### src/rtl/needs_engine_if.sv
// needs_engine_if: request/readout bundle between the menu logic and the needs core.
//
// Handshake: refill_req[i], heal_req and med_add are single-cycle request
// pulses from the master. The core answers every refill_req[i] and every
// heal_req in the following cycle with exactly one single-cycle pulse, either
// on the matching *_ack or on the matching *_nack line. med_add gets no answer.
// All readouts (need_vals, life, medicines, disease, death, tick) are
// registered in the core.
interface needs_engine_if #(
  parameter int NUM_NEEDS = 3,
  parameter int VAL_W     = 7
);
  logic [4*NUM_NEEDS-1:0]     decay_period;
  logic [NUM_NEEDS-1:0]       refill_req;
  logic                       heal_req;
  logic                       med_add;
  logic [VAL_W*NUM_NEEDS-1:0] need_vals;
  logic [VAL_W-1:0]           life;
  logic [VAL_W-1:0]           medicines;
  logic [NUM_NEEDS-1:0]       refill_ack;
  logic [NUM_NEEDS-1:0]       refill_nack;
  logic                       heal_ack;
  logic                       heal_nack;
  logic                       disease;
  logic                       death;
  logic                       tick;

  // Menu side: issues requests, reads levels and answers.
  modport master (
    output decay_period, refill_req, heal_req, med_add,
    input  need_vals, life, medicines, refill_ack, refill_nack,
           heal_ack, heal_nack, disease, death, tick
  );

  // Core side.
  modport slave (
    input  decay_period, refill_req, heal_req, med_add,
    output need_vals, life, medicines, refill_ack, refill_nack,
           heal_ack, heal_nack, disease, death, tick
  );
endinterface

### src/rtl/needs_engine.sv
// needs_engine: pet-needs core. Decays needs on a shared tick, moves life up or
// down from the need levels, serves refill/heal requests with per-need cooldown,
// and raises disease/death flags from the life level.
module needs_engine #(
  parameter int NUM_NEEDS   = 3,
  parameter int VAL_W       = 7,
  parameter int MAX_VAL     = 100,
  parameter int INIT_NEED   = 50,
  parameter int INIT_LIFE   = 100,
  parameter int TICK_DIV    = 50000000,
  parameter int LIFE_PLUS   = 70,
  parameter int LIFE_MINUS  = 30,
  parameter int DISEASE_TH  = 20,
  parameter int REFILL_STEP = 5,
  parameter int COOLDOWN    = 3,
  parameter int HEAL_STEP   = 20,
  parameter int MED_MAX     = 9
) (
  input  logic          clk,
  input  logic          btn_reset,
  needs_engine_if.slave bus
);

  localparam int DIV_W = $clog2(TICK_DIV);
  localparam int SW    = VAL_W + 2;          // signed headroom for +/- steps
  localparam int CD_W  = $clog2(COOLDOWN + 2);

  localparam logic [DIV_W-1:0]      DIV_LAST  = DIV_W'(TICK_DIV - 1);
  localparam logic signed [SW-1:0]  S_ZERO    = '0;
  localparam logic signed [SW-1:0]  S_ONE     = SW'(1);
  localparam logic signed [SW-1:0]  S_MAX     = SW'(MAX_VAL);
  localparam logic signed [SW-1:0]  S_REFILL  = SW'(REFILL_STEP);
  localparam logic signed [SW-1:0]  S_HEAL    = SW'(HEAL_STEP);
  localparam logic [VAL_W-1:0]      V_MAX     = VAL_W'(MAX_VAL);
  localparam logic [VAL_W-1:0]      V_PLUS    = VAL_W'(LIFE_PLUS);
  localparam logic [VAL_W-1:0]      V_MINUS   = VAL_W'(LIFE_MINUS);
  localparam logic [VAL_W-1:0]      V_DIS_TH  = VAL_W'(DISEASE_TH);
  localparam logic [VAL_W-1:0]      V_MED_MAX = VAL_W'(MED_MAX);
  localparam logic [CD_W-1:0]       CD_LOAD   = CD_W'(COOLDOWN);

  // Tick divider
  logic [DIV_W-1:0] r_div;
  logic             r_tick;
  logic             w_tick_now;

  // Per-need state and next values
  logic [VAL_W-1:0]         r_need     [NUM_NEEDS];
  logic [VAL_W-1:0]         w_need_nxt [NUM_NEEDS];
  logic signed [SW-1:0]     w_need_sum [NUM_NEEDS];
  logic [3:0]               r_cnt      [NUM_NEEDS];
  logic [3:0]               w_cnt_nxt  [NUM_NEEDS];
  logic [4:0]               w_cnt_inc  [NUM_NEEDS];
  logic [3:0]               w_period   [NUM_NEEDS];
  logic [CD_W-1:0]          r_cd       [NUM_NEEDS];
  logic [CD_W-1:0]          w_cd_nxt   [NUM_NEEDS];
  logic [NUM_NEEDS-1:0]     w_dec;
  logic [NUM_NEEDS-1:0]     w_refill_ok;

  // Life, medicine and flags
  logic [VAL_W-1:0]         r_life;
  logic [VAL_W-1:0]         w_life_nxt;
  logic signed [SW-1:0]     w_life_sum;
  logic signed [SW-1:0]     w_delta;
  logic [VAL_W-1:0]         r_med;
  logic [VAL_W-1:0]         w_med_nxt;
  logic [VAL_W:0]           w_med_sum;
  logic                     w_heal_ok;
  logic                     w_med_add_ok;
  logic                     w_dead;
  logic                     r_disease;
  logic                     r_death;

  // Answer pulses
  logic [NUM_NEEDS-1:0]     r_refill_ack;
  logic [NUM_NEEDS-1:0]     r_refill_nack;
  logic                     r_heal_ack;
  logic                     r_heal_nack;

  // Life reaching zero freezes the core at once; the death flag follows a cycle later.
  assign w_tick_now = (r_div == DIV_LAST);
  assign w_dead     = r_death || (r_life == '0);

  // Free-running tick divider; tick pulses in the cycle after the wrap edge.
  always_ff @(posedge clk or posedge btn_reset) begin
    if (btn_reset) begin
      r_div  <= '0;
      r_tick <= 1'b0;
    end else begin
      r_div  <= w_tick_now ? '0 : r_div + DIV_W'(1);
      r_tick <= w_tick_now;
    end
  end

  // Per-need decay, refill acceptance, cooldown and combined saturating update.
  always_comb begin
    w_dec       = '0;
    w_refill_ok = '0;
    for (int i = 0; i < NUM_NEEDS; i++) begin
      w_period[i]    = bus.decay_period[i*4 +: 4];
      w_cnt_inc[i]   = {1'b0, r_cnt[i]} + 5'd1;
      w_dec[i]       = w_tick_now && (w_period[i] != 4'd0) &&
                       (w_cnt_inc[i] >= {1'b0, w_period[i]});
      w_refill_ok[i] = bus.refill_req[i] && (r_cd[i] == '0) && !w_dead;
      w_need_sum[i]  = $signed({2'b00, r_need[i]})
                       - (w_dec[i] ? S_ONE : S_ZERO)
                       + (w_refill_ok[i] ? S_REFILL : S_ZERO);
      if (w_need_sum[i] < S_ZERO) begin
        w_need_nxt[i] = '0;
      end else if (w_need_sum[i] > S_MAX) begin
        w_need_nxt[i] = V_MAX;
      end else begin
        w_need_nxt[i] = w_need_sum[i][VAL_W-1:0];
      end
      if (!w_tick_now) begin
        w_cnt_nxt[i] = r_cnt[i];
      end else if (w_dec[i]) begin
        w_cnt_nxt[i] = 4'd0;
      end else begin
        w_cnt_nxt[i] = w_cnt_inc[i][3:0];
      end
      if (w_refill_ok[i]) begin
        w_cd_nxt[i] = CD_LOAD;
      end else if (w_tick_now && (r_cd[i] != '0)) begin
        w_cd_nxt[i] = r_cd[i] - CD_W'(1);
      end else begin
        w_cd_nxt[i] = r_cd[i];
      end
    end
  end

  // Life delta from pre-tick needs, heal acceptance, medicine stock update.
  always_comb begin
    w_delta = S_ZERO;
    for (int i = 0; i < NUM_NEEDS; i++) begin
      if (r_need[i] >= V_PLUS) begin
        w_delta = w_delta + S_ONE;
      end
      if (r_need[i] <= V_MINUS) begin
        w_delta = w_delta - S_ONE;
      end
    end
    w_heal_ok  = bus.heal_req && (r_med != '0) && r_disease && !w_dead;
    w_life_sum = $signed({2'b00, r_life})
                 + (w_tick_now ? w_delta : S_ZERO)
                 + (w_heal_ok ? S_HEAL : S_ZERO);
    if (w_life_sum < S_ZERO) begin
      w_life_nxt = '0;
    end else if (w_life_sum > S_MAX) begin
      w_life_nxt = V_MAX;
    end else begin
      w_life_nxt = w_life_sum[VAL_W-1:0];
    end
    w_med_add_ok = bus.med_add && !w_dead;
    w_med_sum    = {1'b0, r_med} + {VAL_W'(0), w_med_add_ok} - {VAL_W'(0), w_heal_ok};
    w_med_nxt    = (w_med_sum > {1'b0, V_MED_MAX}) ? V_MED_MAX : w_med_sum[VAL_W-1:0];
  end

  // Need, decay-counter and cooldown registers; frozen once dead.
  always_ff @(posedge clk or posedge btn_reset) begin
    if (btn_reset) begin
      for (int i = 0; i < NUM_NEEDS; i++) begin
        r_need[i] <= VAL_W'(INIT_NEED);
        r_cnt[i]  <= '0;
        r_cd[i]   <= '0;
      end
    end else if (!w_dead) begin
      for (int i = 0; i < NUM_NEEDS; i++) begin
        r_need[i] <= w_need_nxt[i];
        r_cnt[i]  <= w_cnt_nxt[i];
        r_cd[i]   <= w_cd_nxt[i];
      end
    end
  end

  // Life, medicine and health flags; flags follow the registered life one cycle later.
  always_ff @(posedge clk or posedge btn_reset) begin
    if (btn_reset) begin
      r_life    <= VAL_W'(INIT_LIFE);
      r_med     <= '0;
      r_disease <= 1'b0;
      r_death   <= 1'b0;
    end else begin
      if (!w_dead) begin
        r_life <= w_life_nxt;
        r_med  <= w_med_nxt;
      end
      r_disease <= (r_life <= V_DIS_TH) && !w_dead;
      r_death   <= w_dead;
    end
  end

  // One-cycle ack/nack answers to every refill and heal request.
  always_ff @(posedge clk or posedge btn_reset) begin
    if (btn_reset) begin
      r_refill_ack  <= '0;
      r_refill_nack <= '0;
      r_heal_ack    <= 1'b0;
      r_heal_nack   <= 1'b0;
    end else begin
      r_refill_ack  <= bus.refill_req & w_refill_ok;
      r_refill_nack <= bus.refill_req & ~w_refill_ok;
      r_heal_ack    <= bus.heal_req & w_heal_ok;
      r_heal_nack   <= bus.heal_req & ~w_heal_ok;
    end
  end

  for (genvar g = 0; g < NUM_NEEDS; g++) begin : g_need_out
    assign bus.need_vals[g*VAL_W +: VAL_W] = r_need[g];
  end

  assign bus.life        = r_life;
  assign bus.medicines   = r_med;
  assign bus.refill_ack  = r_refill_ack;
  assign bus.refill_nack = r_refill_nack;
  assign bus.heal_ack    = r_heal_ack;
  assign bus.heal_nack   = r_heal_nack;
  assign bus.disease     = r_disease;
  assign bus.death       = r_death;
  assign bus.tick        = r_tick;

endmodule

### src/flat_wrapper.sv
// flat-port wrapper written by rule: the top's interface ports become plain ports
module needs_engine_flat 
#(
  parameter int NUM_NEEDS   = 3,
  parameter int VAL_W       = 7,
  parameter int MAX_VAL     = 100,
  parameter int INIT_NEED   = 50,
  parameter int INIT_LIFE   = 100,
  parameter int TICK_DIV    = 50000000,
  parameter int LIFE_PLUS   = 70,
  parameter int LIFE_MINUS  = 30,
  parameter int DISEASE_TH  = 20,
  parameter int REFILL_STEP = 5,
  parameter int COOLDOWN    = 3,
  parameter int HEAL_STEP   = 20,
  parameter int MED_MAX     = 9
)
  (clk, btn_reset, bus_decay_period, bus_refill_req, bus_heal_req, bus_med_add, bus_need_vals, bus_life, bus_medicines, bus_refill_ack, bus_refill_nack, bus_heal_ack, bus_heal_nack, bus_disease, bus_death, bus_tick);
  needs_engine_if #(.NUM_NEEDS(NUM_NEEDS), .VAL_W(VAL_W)) bus_i ();
  input  logic clk;
  input  logic btn_reset;
  input wire logic [$bits(bus_i.decay_period)-1:0] bus_decay_period;
  input wire logic [$bits(bus_i.refill_req)-1:0] bus_refill_req;
  input wire logic [$bits(bus_i.heal_req)-1:0] bus_heal_req;
  input wire logic [$bits(bus_i.med_add)-1:0] bus_med_add;
  output wire logic [$bits(bus_i.need_vals)-1:0] bus_need_vals;
  output wire logic [$bits(bus_i.life)-1:0] bus_life;
  output wire logic [$bits(bus_i.medicines)-1:0] bus_medicines;
  output wire logic [$bits(bus_i.refill_ack)-1:0] bus_refill_ack;
  output wire logic [$bits(bus_i.refill_nack)-1:0] bus_refill_nack;
  output wire logic [$bits(bus_i.heal_ack)-1:0] bus_heal_ack;
  output wire logic [$bits(bus_i.heal_nack)-1:0] bus_heal_nack;
  output wire logic [$bits(bus_i.disease)-1:0] bus_disease;
  output wire logic [$bits(bus_i.death)-1:0] bus_death;
  output wire logic [$bits(bus_i.tick)-1:0] bus_tick;
  assign bus_i.decay_period = bus_decay_period;
  assign bus_i.refill_req = bus_refill_req;
  assign bus_i.heal_req = bus_heal_req;
  assign bus_i.med_add = bus_med_add;
  assign bus_need_vals = bus_i.need_vals;
  assign bus_life = bus_i.life;
  assign bus_medicines = bus_i.medicines;
  assign bus_refill_ack = bus_i.refill_ack;
  assign bus_refill_nack = bus_i.refill_nack;
  assign bus_heal_ack = bus_i.heal_ack;
  assign bus_heal_nack = bus_i.heal_nack;
  assign bus_disease = bus_i.disease;
  assign bus_death = bus_i.death;
  assign bus_tick = bus_i.tick;
  needs_engine #(.NUM_NEEDS(NUM_NEEDS), .VAL_W(VAL_W), .MAX_VAL(MAX_VAL), .INIT_NEED(INIT_NEED), .INIT_LIFE(INIT_LIFE), .TICK_DIV(TICK_DIV), .LIFE_PLUS(LIFE_PLUS), .LIFE_MINUS(LIFE_MINUS), .DISEASE_TH(DISEASE_TH), .REFILL_STEP(REFILL_STEP), .COOLDOWN(COOLDOWN), .HEAL_STEP(HEAL_STEP), .MED_MAX(MED_MAX)) u_core (.clk(clk), .btn_reset(btn_reset), .bus(bus_i));
endmodule
### config.mk
export PLATFORM = sky130hd
export DESIGN_NAME = needs_engine_flat
export DESIGN_NICKNAME = d
export VERILOG_FILES = /design/src/rtl/needs_engine_if.sv /design/src/rtl/needs_engine.sv /design/src/flat_wrapper.sv
export SDC_FILE = /design/constraint.sdc
export NUM_CORES = 1
export LEC_CHECK = 0
export BUFFER_PORTS_ARGS = -buffer_cell sky130_fd_sc_hd__buf_2
export CAP_MARGIN = 5
export CORE_MARGIN = 8
export CORE_UTILIZATION = 45
export CTS_CLUSTER_SIZE = 28
export DETAILED_ROUTE_END_ITERATION = 8
export GPL_TIMING_DRIVEN = 1
export PLACE_DENSITY = 0.66
export SKIP_LAST_GASP = 1
export SLEW_MARGIN = 20
export SYNTH_ARGS = -nofsm -noshare
export SYNTH_HDL_FRONTEND = slang
export SYNTH_SLANG_ARGS = --single-unit
### constraint.sdc
create_clock -name clk -period 5.95 [get_ports clk]
set_clock_uncertainty 0.05 [all_clocks]
set_input_delay 0.595 -clock clk [delete_from_list [all_inputs] [get_ports clk]]
set_output_delay 0.595 -clock clk [all_outputs]
set_load 0.02 [all_outputs]
# After elaboration in Yosys (flattened, before gate mapping)
# Index checks and enable logic that the tools add are counted.
# W data, S select, Z words.
# op_classes
addsub	22
multipliers	0
div_mod_pow	0
order_cmp	19
eq_ne	1
n_shift	0
n_mux	33
bitwise	7
n_reduce_logical	40
# op_table
cell	n
$mux W7	9
$mux W9	6
$add A9 B9 Y9	4
$gt A9 B8 Y1 const B	4
$lt A9 B1 Y1 const B	4
$le A7 B5 Y1 const B	4
$mux W3	9
$sub A8 B9 Y9	3
$add A26 B1 Y26 const B	1
$eq A26 B26 Y1 const B	1
$mux W26	1
$ge A7 B7 Y1 const B	3
$logic_and A1 B1 Y1	20
$add A9 B2 Y9 const B	2
$sub A9 B2 Y9 const B	2
$add A4 B1 Y5 const B	3
$ge A5 B4 Y1	3
$mux W4	3
$reduce_bool A4 Y1	3
$add A8 B9 Y9	1
$logic_not A3 Y1	3
$reduce_bool A3 Y1	3
$sub A3 B1 Y3 const B	3
$add A7 B1 Y8	1
15 further kinds	26
# totals
reg_bits	93
latch_bits	0
mem_bits_rw	0
rom_bits	0
input_bits	19
out_inout_bits	46
word_cells	141
n_memories	0

# Longest topological paths before layout
# logic_depth
word_depth	18
depth_mapped	26
mapped_depth_nobuf	26

# Least setup slack after synthesis
# Ideal clock, no wire load.
# synth_timing
path_type	reg2reg
from	register u_core.r_need, in the netlist u_core.bus.need_vals[5]
to	register u_core.r_life[0], in the netlist u_core.bus.life[0]
setup_ns	0.122
arrival_ns	5.744
required_ns	5.778
setup_slack_ns	0.035
stages_incl_launch_ff	26
n_path_buf	0
period_less_slack_ns	5.915
cell_sequence	dfstp_2 inv_1 ha_1 inv_1 nor2_1 a32oi_1 fa_1 xnor2_1 inv_1 ha_1 mux2i_1 ha_1 nor2b_1 xnor2_1 nand2_1 fa_1 inv_1 ha_1 a21o_1 a21oi_1 o21ai_0 a21o_1 a21o_1 a21oi_1 xor2_4 a32o_1
# synth_via
elab_chain_cells	18
elab_cells_between_ends	20
cone_classes	add/sub: 7; order compare: 4; mux: 9
# synth_lines
item	line_no	source
start: declaration	needs_engine.sv:47	logic [VAL_W-1:0] r_need [NUM_NEEDS];
start signal: indexed assignment	needs_engine.sv:162	r_need[i] <= VAL_W'(INIT_NEED);
start signal: indexed assignment	needs_engine.sv:168	r_need[i] <= w_need_nxt[i];
$ge A7 B7 Y1	needs_engine.sv:135	if (r_need[i] >= V_PLUS) begin
$mux W1	needs_engine.sv:135	
$sub A1 B1 Y2	needs_engine.sv:139	w_delta = w_delta - S_ONE;
$mux W9 (*)	needs_engine.sv:138	if (r_need[i] <= V_MINUS) begin
$add A9 B2 Y9	needs_engine.sv:136	w_delta = w_delta + S_ONE;
$mux W9 (*)	needs_engine.sv:135	
$sub A9 B2 Y9	needs_engine.sv:139	
$mux W9 (*)	needs_engine.sv:138	
(+2 left out)	n/a	
$sub A9 B2 Y9	needs_engine.sv:139	
$mux W9 (*)	needs_engine.sv:138	
$mux W9 (*)	needs_engine.sv:144	+ (w_tick_now ? w_delta : S_ZERO)
$add A8 B9 Y9 (*)	needs_engine.sv:144	
$add A9 B9 Y9 (*)	needs_engine.sv:145	+ (w_heal_ok ? S_HEAL : S_ZERO);
$gt A9 B8 Y1	needs_engine.sv:148	end else if (w_life_sum > S_MAX) begin
$mux W7	needs_engine.sv:148	
$mux W7 (*)	needs_engine.sv:146	if (w_life_sum < S_ZERO) begin
end signal: assignment	needs_engine.sv:178	r_life <= VAL_W'(INIT_LIFE);
end signal: assignment	needs_engine.sv:184	r_life <= w_life_nxt;
end: declaration	needs_engine.sv:60	logic [VAL_W-1:0] r_life;
# Every way passes the cells marked *; elsewhere a longest branch is shown, timed or not.
# A chain may end at the register's enable or synchronous reset.

# Worst setup path in the final report
# layout_timing
from	register u_core.r_need, in the netlist u_core.bus.need_vals[5]
to	register u_core.r_life[1], in the netlist u_core.bus.life[1]
# The elaborated chain is that of the path after synthesis.

==> out/results.env <==
OUTCOME='completed'
YS_SEQ_ELEMENTS=93
SYNTH-COMPOUND-AREA-SHARE_PCT=17.3
CTS_BUFFER_DEPTH=2
GLOBAL_ROUTE.USAGE.TOTAL_PCT=16.1
VIA_COUNT_OF_THE_FIRST_GLOBAL_ROUTING_PASS=5453
GRT_ANTENNA_BEFORE_REPAIR=1
PLACEDCELLCOUNT=1049
CP-START-KIND='register'
DRTITER0DRC=211
LAYOUT-DRIVE-GT1-SHARE_PCT=16.9
LAYOUT.NETS=971
ROUTED_VIA_DENSITY=5.20
VDD_DROP_MAX_uV=131
DESIGN.CORE.AREA_SQ_MM=0.0157
FINAL_HOLD_VIOL_COUNT=0
SYNTH.YOSYS.SEQ_AREA_SHARE_PCT=33.0
SYNTH-EDFF-COUNT=0
NUMBER_OF_PLACEMENT_ROWS=46
MAPPED_NETS=897
SYNTHESIS.AREA_PER_INSTANCE_SQ_UM=9.20
FIN_CRIT_NS=5.73
WL_PER_CELL_UM=14.6
WORSTSETUPPATHTYPE='reg -> reg'
GRT-OVFL-TOTAL=0
POST-LAYOUT-TOTAL-POWER_mW=1.20
DRT_PASS1_ITERATIONS=4
FINAL.FILL_COUNT=1538
POSTROUTEANTENNANETS=0
PATH_CLK_SLEW_NS=0.06
GRT_MAX_DEGREE=64
DRC=0
CP.ARRIVAL_NS=5.97
SYNTH.AREA.MUX_SHARE_PCT=1.04
CLK_LATENCY_NS=0.35
TIMING.FINAL.MAX_SLEW_VIOLATIONS=0
DIE-AREA_SQ_MM=0.0201
SYNTH_CELL_TYPES=72
SYNTHESIZED_CELL_AREA_SQ_MM=0.00711
SETUP-VIOLATIONS-FINAL=0
PLACE_CONGESTION=0.848
ROOT_BUFFER_CELL='clkbuf_16'
DIEWIDTH_UM=142
WORST_PIN_SLEW_NS=0.799
ROUTE.VIAS.TOTAL=5554
MAX_FREQ_MHz=175
WORSTPATHMAXFANOUT=7
INITIAL_UTILIZATION_PCT=45.4
FP.DIEH_UM=142
MOSTFREQUENTLAYOUTCELLS='95 x ha_1, 85 x inv_1, 81 x dfrtp_1'
I_O_PINS=65
DRV.MAX_CAP_VIOLATION_COUNT=0
MIN_PERIOD_OVER_PERIOD_PCT=96.3
LAYOUT.CELLS.MOST_COMMON='ha_1'
RELSLEWSLACK_PCT=46.8
SYNTH_TOP_FAMILY_BY_AREA='adder cells'
NETLIST_INSTANCES=773
YOSYSWARNINGS=0
ROUTE.FINAL.WIRE_LENGTH_UM=15600
ASYNC_RESET_FF_SHARE_PCT=100
CLOCK_TREE.HTREE_LEVEL_COUNT=3
P_PER_AREA_mW_PER_MM2=148
AREA_GROWTH_FROM_SYNTHESIS_TO_FINAL_LAYOUT_PCT=13.9
NUMPORTBUFFERS=64
GRT_FIRST_PASS_WIRELENGTH_UM=26500
CTS_TREE='yes'
POST_SYNTH_FA_HA_MAJ_AREA_FRACTION_PCT=19.3
ANTENNADIODECOUNT=0
WORSTSETUPENDPOINTTYPE='register'
CTS-HOLD-FIX-BUFFERS=0
SYNTH_SIMPLE_GATE_AREA_SHARE_PCT=16.5
CRITPATHREQUIREDTIME_NS=6.19
SYNTH_FLOP_CELL='dfrtp_1'
TRITONCTS.NUM_BUFFERS=9
HOLD_PATH_CLASS='in -> async'
SYNTHESIZED_AREA_FRACTION_OCCUPIED_BY_XOR_AND_XNOR_CELLS_PCT=7.39
CLOCK-SINKS=93
POST_LAYOUT_NONFILLER_INSTANCES=1068
MULTIINPUTGATEAREA_SQ_MM=0.00447
FINAL-SEQ-AREA_SQ_MM=0.00234
DP.FINAL_HPWL_UM=11700
POWER_LEAKAGE_nW=4.05
[metal layers]
metal	track usage, %	wire length, um	part of all wire, %
met1	21.4	7640	49
met2	25.5	7080	45
met3	3.97	636	4.1
met4	4.35	199	1.3
met5	0	12	0.077
[state kept, by name (all words and copies together) (netlist names)]
name and cells:
u_core.bus.death 1, u_core.bus.disease 1, u_core.bus.heal_ack 1, u_core.bus.heal_nack 1
u_core.bus.life 7, u_core.bus.medicines 7, u_core.bus.need_vals 21, u_core.bus.refill_ack 3
u_core.bus.refill_nack 3, u_core.bus.tick 1, u_core.r_cd 9, u_core.r_cnt 12
u_core.r_div 26
[area by class of cell]
cell class	instances	area share (%)
Multi-Input combinational cell	577	55.2
Sequential cell	93	28.9
Timing Repair Buffer	76	5.07
Inverter	90	4.20
Tap cell	216	3.34
Clock buffer	11	2.87
Clock inverter	5	0.340
[repair_timing]
| action | in CTS | in global routing |
|---|---|---|
| setup endpoints to repair | 7 | 7 |
| pin swaps | 1 | 11 |
| gates resized for setup | 4 | 16 |
| buffers inserted | 1 | 2 |
[power by group]
| group | total (mW) | internal, mW | switching (mW) |
|---|---|---|---|
| sequential | 0.634 | 0.634 | 0.000249 |
| combinational | 0.0351 | 0.0122 | 0.0228 |
| clock | 0.532 | 0.281 | 0.251 |
| total | 1.20 | 0.927 | 0.274 |
[per-stage QoR]
step / setup WS (ns) / setup TNS (ns) / hold WS [ns] / utilization (%) / instance area [sq um]
floorplan: 0.0349 / 0 / 0.375 / - / 7110
global placement: -0.0355 / -0.139 / 0.391 / 49.3 / 7720
detailed placement: -0.150 / -0.875 / 0.407 / 49.3 / 7720
CTS: 0.0349 / 0 / 0.192 / 51.2 / 8010
global route: -0.0639 / -0.259 / 0.222 / 51.7 / 8100
finish: 0.223 / 0 / 0.180 / 51.7 / 8100
[cells by family after synthesis]
logic type | after synthesis
compound gates | 172
xor+xnor | 57
fa+ha+maj | 105
buf+inv | 103
flops | 93
mux | 7
simple gates | 236
[worst max-delay path, stage by stage, from the launching register on]
cell and delay, ns:
dfstp_2 0.56, inv_2 0.07, ha_2 0.19, inv_1 0.09
nor2_1 0.07, a32oi_2 0.29, fa_1 0.51, xnor2_2 0.21
inv_1 0.06, ha_1 0.27, mux2i_1 0.17, ha_1 0.17
nor2b_2 0.20, xnor2_1 0.14, nand2_1 0.08, fa_1 0.56
inv_1 0.06, ha_1 0.30, a21o_1 0.21, a21oi_2 0.21
o21ai_0 0.14, a21o_1 0.22, a21o_1 0.22, a21oi_4 0.18
xor2_4 0.24, a32o_1 0.20
[cells in the mapped netlist (3+ instances only)]
master,number,area share (%)
a2111oi_0,3,0.37
a21boi_0,3,0.32
a21o_1,26,2.7
a21oi_1,36,2.5
a22o_1,9,1.1
a22oi_1,4,0.42
a31o_2,4,0.49
a32o_1,9,1.3
and2_1,8,0.70
and3_1,13,1.1
clkbuf_1,9,0.48
dfrtp_1,81,29
dfstp_2,12,4.4
fa_1,8,2.3
ha_1,97,17
inv_1,88,4.6
mux2_2,3,0.48
mux2i_1,4,0.56
nand2_1,55,2.9
nand2b_1,9,0.79
nand3_1,29,2.0
nand4_1,5,0.44
nor2_1,69,3.6
nor2b_1,14,1.2
nor3b_1,4,0.42
nor4_1,7,0.62
o2111ai_1,4,0.49
o211ai_1,3,0.32
o21a_1,5,0.53
o21ai_0,29,2.0
o21bai_1,3,0.32
o22ai_1,4,0.35
o31ai_1,5,0.53
or3_1,7,0.62
xnor2_1,32,3.9
xor2_1,23,2.8
[path summary, 6_finish.rpt]
| path | cells past startpoint | slack, ns | endpoint | startpoint |
|---|---|---|---|---|
| hold reg to reg | 1 | 0.41 | u_core.r_div[0] | u_core.r_div[0] |
| setup / recovery | 25 | 0.22 | u_core.bus.life[1] | u_core.bus.need_vals[5] |
| setup reg to reg | 25 | 0.22 | u_core.bus.life[1] | u_core.bus.need_vals[5] |
| hold / removal | 2 | 0.18 | u_core.bus.heal_nack | btn_reset |
| max in group asynchronous | 3 | 4.53 | u_core.r_cd[2] | btn_reset |
| min in group clk | 2 | 0.41 | u_core.bus.heal_nack | bus_heal_req |
(Power assumes the default switching activity.)
